===== config.mk =====
export PLATFORM = sky130hd
export DESIGN_NAME = pc_ctrl
export DESIGN_NICKNAME = d
export VERILOG_FILES = /design/src/rtl/pc_pkg.sv /design/src/rtl/jump_lut.sv /design/src/rtl/pc_ctrl.sv
export SDC_FILE = /design/constraint.sdc
export NUM_CORES = 1
export LEC_CHECK = 0
export CORE_MARGIN = 3
export CORE_UTILIZATION = 51
export DETAILED_ROUTE_END_ITERATION = 8
export PLACE_DENSITY = 0.81
export SETUP_SLACK_MARGIN = 0.3
export SLEW_MARGIN = 0
export SYNTH_ARGS = -nofsm -noshare
export SYNTH_HDL_FRONTEND = slang
export SYNTH_SLANG_ARGS = --single-unit

===== constraint.sdc =====
create_clock -name clk -period 4.16 [get_ports clk]
set_clock_uncertainty 0.1 [all_clocks]
set_input_delay 1.248 -clock clk [delete_from_list [all_inputs] [get_ports clk]]
set_output_delay 1.248 -clock clk [all_outputs]
set_load 0.02 [all_outputs]

===== src/rtl/pc_pkg.sv =====
// Shared types and constants for the program-counter / branch-resolution stage.
// The optional PC_CYCLE_CNT_EN macro (see pc_ctrl) does not affect this file.
package pc_pkg;

  typedef enum logic [1:0] {
    IDLE = 2'd0,
    RUN  = 2'd1,
    DONE = 2'd2
  } state_t;

  localparam int PC_W_DEF      = 10;
  localparam int LUT_IDX_W_DEF = 4;
  localparam int LUT_DEPTH_DEF = 2 ** LUT_IDX_W_DEF;
  localparam int CNT_W         = 16;

  // Branch offsets as 16-bit two's complement. jump_lut narrows or
  // sign-extends each entry to the configured PC width.
  // Entries 0, 3 and 4 are fixed; the rest belong to the loaded program.
  localparam logic signed [15:0] JUMP_LUT [LUT_DEPTH_DEF] = '{
    16'sd0,    // 0: self-loop
    16'sd1,    // 1
    16'sd2,    // 2
    16'sd5,    // 3
    -16'sd3,   // 4
    -16'sd1,   // 5
    16'sd16,   // 6
    16'sd49,   // 7
    -16'sd16,  // 8
    16'sd100,  // 9
    -16'sd100, // 10
    16'sd8,    // 11
    -16'sd8,   // 12
    16'sd32,   // 13
    -16'sd32,  // 14
    16'sd511   // 15
  };

endpackage


===== src/rtl/jump_lut.sv =====
// Constant jump-offset table: target_idx -> PC_W-bit two's-complement offset.
// Indices beyond the package table (only possible with a wider LUT_IDX_W)
// read as offset 0.
module jump_lut
  import pc_pkg::*;
#(
  parameter int PC_W      = PC_W_DEF,
  parameter int LUT_IDX_W = LUT_IDX_W_DEF
) (
  input  logic [LUT_IDX_W-1:0] target_idx,
  output logic [PC_W-1:0]      offset
);

  localparam int DEPTH = 2 ** LUT_IDX_W;

  logic [PC_W-1:0] table_w [DEPTH];

  for (genvar i = 0; i < DEPTH; i++) begin : g_ent
    if (i < LUT_DEPTH_DEF) begin : g_pkg
      // Signed size cast sign-extends or truncates to the PC width.
      assign table_w[i] = PC_W'(JUMP_LUT[i]);
    end else begin : g_zero
      assign table_w[i] = '0;
    end
  end

  assign offset = table_w[target_idx];

endmodule


===== src/rtl/pc_ctrl.sv =====
// Program counter and branch resolution with the start/done handshake.
// Optional feature: define PC_CYCLE_CNT_EN to add a saturating 16-bit
// cycle_count output that counts RUN cycles (stalls included).
module pc_ctrl
  import pc_pkg::*;
#(
  parameter int PC_W      = PC_W_DEF,
  parameter int LUT_IDX_W = LUT_IDX_W_DEF
) (
  input  logic                 clk,
  input  logic                 reset,
  input  logic                 start,
  input  logic                 stall,
  input  logic                 halt,
  input  logic                 jump_en,
  input  logic                 branch_en,
  input  logic                 flag,
  input  logic [LUT_IDX_W-1:0] target_idx,
  output logic [PC_W-1:0]      pc,
  output logic                 taken,
  output logic                 done
`ifdef PC_CYCLE_CNT_EN
  ,
  output logic [CNT_W-1:0]     cycle_count
`endif
);

  state_t          state_q, state_d;
  logic [PC_W-1:0] pc_q, pc_d;
  logic            taken_q, taken_d;
  logic            done_q, done_d;
  logic [PC_W-1:0] offset;
  logic            redirect;
  logic            start_acc;

  jump_lut #(
    .PC_W      (PC_W),
    .LUT_IDX_W (LUT_IDX_W)
  ) u_lut (
    .target_idx (target_idx),
    .offset     (offset)
  );

  // A jump, or a branch whose ALU flag is set, redirects; jump wins over flag.
  assign redirect  = jump_en | (branch_en & flag);
  // start only matters outside RUN.
  assign start_acc = start & (state_q != RUN);

  // Next-state / next-PC; stall beats halt beats redirect beats increment.
  always_comb begin
    state_d = state_q;
    pc_d    = pc_q;
    taken_d = 1'b0;
    done_d  = done_q;
    unique case (state_q)
      IDLE: begin
        pc_d   = '0;
        done_d = 1'b0;
        if (start) state_d = RUN;
      end
      RUN: begin
        if (!stall) begin
          if (halt) begin
            state_d = DONE;
            done_d  = 1'b1;
          end else if (redirect) begin
            pc_d    = pc_q + offset;
            taken_d = 1'b1;
          end else begin
            pc_d = pc_q + PC_W'(1);
          end
        end
      end
      DONE: begin
        done_d = 1'b1;
        if (start) begin
          state_d = RUN;
          pc_d    = '0;
          done_d  = 1'b0;
        end
      end
      default: begin
        state_d = IDLE;
        pc_d    = '0;
        done_d  = 1'b0;
      end
    endcase
  end

  // State, PC and handshake registers with synchronous reset.
  always_ff @(posedge clk) begin
    if (reset) begin
      state_q <= IDLE;
      pc_q    <= '0;
      taken_q <= 1'b0;
      done_q  <= 1'b0;
    end else begin
      state_q <= state_d;
      pc_q    <= pc_d;
      taken_q <= taken_d;
      done_q  <= done_d;
    end
  end

  assign pc    = pc_q;
  assign taken = taken_q;
  assign done  = done_q;

`ifdef PC_CYCLE_CNT_EN
  logic [CNT_W-1:0] cnt_q, cnt_d;

  // Count every RUN cycle, saturating; cleared when start is accepted.
  always_comb begin
    cnt_d = cnt_q;
    if (start_acc) begin
      cnt_d = '0;
    end else if ((state_q == RUN) && (cnt_q != {CNT_W{1'b1}})) begin
      cnt_d = cnt_q + CNT_W'(1);
    end
  end

  // Cycle counter register.
  always_ff @(posedge clk) begin
    if (reset) cnt_q <= '0;
    else       cnt_q <= cnt_d;
  end

  assign cycle_count = cnt_q;
`else
  logic unused_start_acc;
  assign unused_start_acc = start_acc;
`endif

endmodule


==> reports/qor.txt <==
Sink Count -> 14
Worst r2r path cells -> 9
CP Launch Type -> primary input
Vias in the first global route -> 1,189
Final WL -> 2990 um
Synthesized area -> 1220 um2
Comb power frac -> 0.368
R2r startpoint -> pc[0]
Post-CTS setup buffers -> 0
Max cap viols -> 0
1st-iter DRT viols -> 22
GR Overflow Total -> 0
Main flop type after synthesis -> dfxtp_1
Number of flops mapped to enable cells by yosys -> 0
CP max-delay cell -> a221o_1
Unrepaired setup endpoints after global routing -> no
Final min period -> 3689 ps
Req. time, crit path -> 4240 ps
NetSw -> 0.1211 mW
Period utilization -> 0.8867
Synth top cells by count -> 23 x nor2_1, 18 x ha_1, 15 x a21oi_1, 15 x nand2_1, 14 x dfxtp_1
Final setup viols -> 0
Clk slew on worst S/H paths -> 80 ps
Overall power -> 0.3529 mW
FMAX -> 0.2711 GHz
Initial Util -> 0.5462
Reg-to-reg endpoint -> pc[6]
CTS tree -> done
H-Tree Level Count -> 1
Die height -> 54.91 um
Vias per inst -> 5.558
Synth cell types -> 37
Asr flop ratio synth -> 0
Worst path cell trace -> dlygate4sd2_1, ha_2, nand2_1, o21ai_0, a221o_1, ha_1, inv_1, fa_1, nor2b_1, o21ai_1, a21boi_1, o21a_1, or3_1, a32o_1
Port Buf Inserts -> 23
# rows -> 17
Pre-antenna DRT Iters -> 4
Register share of total power -> 0.411
Die width -> 54.91 um
Area post-placement -> 1579 um2
Arrival time worst endpoint -> 3770 ps
Top-count cell post-synth -> nor2_1
YS warnings -> 0
GRT Overall Usage -> 0.2229
Largest buffer count on any clock path -> 2
Pwr dens -> 220.0 nW/um2
Hold Path Class -> reg2reg
Pins Over Slew Limit -> 0
Hold Startpoint -> pc[9]
Worst Hold Depth -> 2
Fin area -> 1604 um2
Nets@finish -> 229
Detailed-route via count -> 1,245
Layout cells sized above 1 -> 0.1122
Hold EP -> pc[9]
DR WL/cell -> 13.35 um
Switch share -> 0.3431
Crit-path max FO -> 5
Sequential-to-total area share from yosys stat -> 0.2297
#FFs+latches synth -> 14
Syn Nets -> 190
Status -> completed
Worst skew pair latency -> 280 ps
Antenna fix cells -> 0
Internal power -> 0.2319 mW
Post-synth top area share -> 0.2297
P_leak -> 0.7572 nW
CTS Buf Count -> 3
Setup TNS -> 0 ps
First-pass GRT wire length -> 4892 um
Max IR drop VDD -> 0.1730 mV
Initial antenna violation count -> 0
Crit path kind -> in2reg
Slowest stage delay, CP -> 370 ps
Worst slew pin tran -> 471.7 ps
Relative slew slack -> 0.6855
Io pins -> 24
Largest cells by area after synthesis -> dfxtp_1 23%, ha_1 18%, nor2_1 7.1%
Hold-fix buffers at CTS -> 0
Area Growth Syn to Fin -> 31.49%
Core area -> 2233 um2
Root buf cell -> clkbuf_4
Register-to-Register Setup Slack -> 2020 ps
Cell taking the most area after synthesis -> dfxtp_1
Post-DP HPWL -> 2415 um
Fillcell total -> 178
Die footprint -> 3015 um2
Critical Path End Type -> flop
Syn_area_per_cell -> 7.672 um2
Post-route ant nets -> 0
DRC Markers -> 0
Final GP Congestion -> 0.8092
Final Hold Vio Count -> 0
Pin count of the biggest net entering global routing -> 12
Syn Inst Count -> 159
Clk pwr share -> 0.221
-- worst max-delay path: cells and delay by family --
family | cells | cell delay [ps]
and+or+nand+nor | 3 | 450
AOI/OAI and AO/OA | 6 | 1150
adders and majority gates | 3 | 570
buffers and inverters | 2 | 360
-- through the flow --
| step | hold WS [ps] | util | setup WS, ps | std cells |
|---|---|---|---|---|
| after floorplan | 406.9 | - | 569.1 | 159 |
| after global placement | 395.4 | 0.7070 | 45.52 | 221 |
| after detailed placement | 398.5 | 0.7070 | -34.50 | 221 |
| after CTS | 408.4 | 0.7171 | 355.1 | 224 |
| after global routing | 435.0 | 0.7182 | 316.2 | 224 |
| final | 407.8 | 0.7182 | 471.4 | 224 |
-- what timing repair did --
action / 4_1_cts / 5_1_grt
resized for setup: 3 / 1
pin swaps: 1 / 0
endpoints found under the setup margin: 2 / 4
-- cells by family after synthesis --
group / Yosys count / synth area share
AND/OR/NAND/NOR: 61 / 0.2421
AO/OA/AOI/OAI: 47 / 0.2462
adder cells (fa/ha/maj): 19 / 0.2010
flip-flops: 14 / 0.2297
buffers and inverters: 12 / 0.03692
XOR/XNOR: 5 / 0.03590
multiplexers: 1 / 0.008205
-- state kept, by name, indices dropped and copies added (netlist names) --
signal   cells
pc          10
state_q      2
done         1
taken        1
-- layout by cell type (no fill, tap or decap), drive strengths merged, types with 4 or more instances in the layout --
master / instances
buf: 14
nand2b: 4
inv: 9
clkdlybuf4s50: 20
o21ai: 9
a21oi: 15
ha: 18
a31oi: 4
a21o: 6
nor2b: 6
nand2: 15
dfxtp: 14
nor2: 23
-- power groups by stage --
stage	clock network [mW]	logic [mW]	registers, mW
4_1_cts	0.0817	0.129	0.145
2_1_floorplan	0	0.0749	0.150
3_5_place_dp	0	0.129	0.148
5_1_grt	0.0878	0.145	0.146
6_report	0.0780	0.130	0.145
3_3_place_gp	0	0.123	0.147
-- how the worst max path moves through the flow --
stage,from,endpoint,slack [ps]
detailed placement,target_idx[1],pc[6],-30
CTS,target_idx[3],pc[6],360
floorplan,target_idx[3],pc[6],570
finish,target_idx[1],pc[6],470
global route,target_idx[0],pc[6],320
global placement,target_idx[1],pc[9],50
-- final cells by class --
type                       count  area (um2)  share of cell area
inverter                       9       33.78             0.02106
tap                           28       35.03             0.02184
timing repair buffer          37       335.3              0.2090
multi-input combinational    133       897.1              0.5593
clock buffer                   3       22.52             0.01404
sequential                    14       280.3              0.1747
-- layer usage --
metal | up-vias | GRT usage | part of all wire
li1 | 632 | - | -
met1 | 581 | 0.2459 | 0.44
met2 | 27 | 0.4272 | 0.51
met3 | 5 | 0.03217 | 0.031
met4 | 0 | 0.07692 | 0.013
met5 | - | 0 | 0
Note: power is estimated with default switching activity, not from simulation.
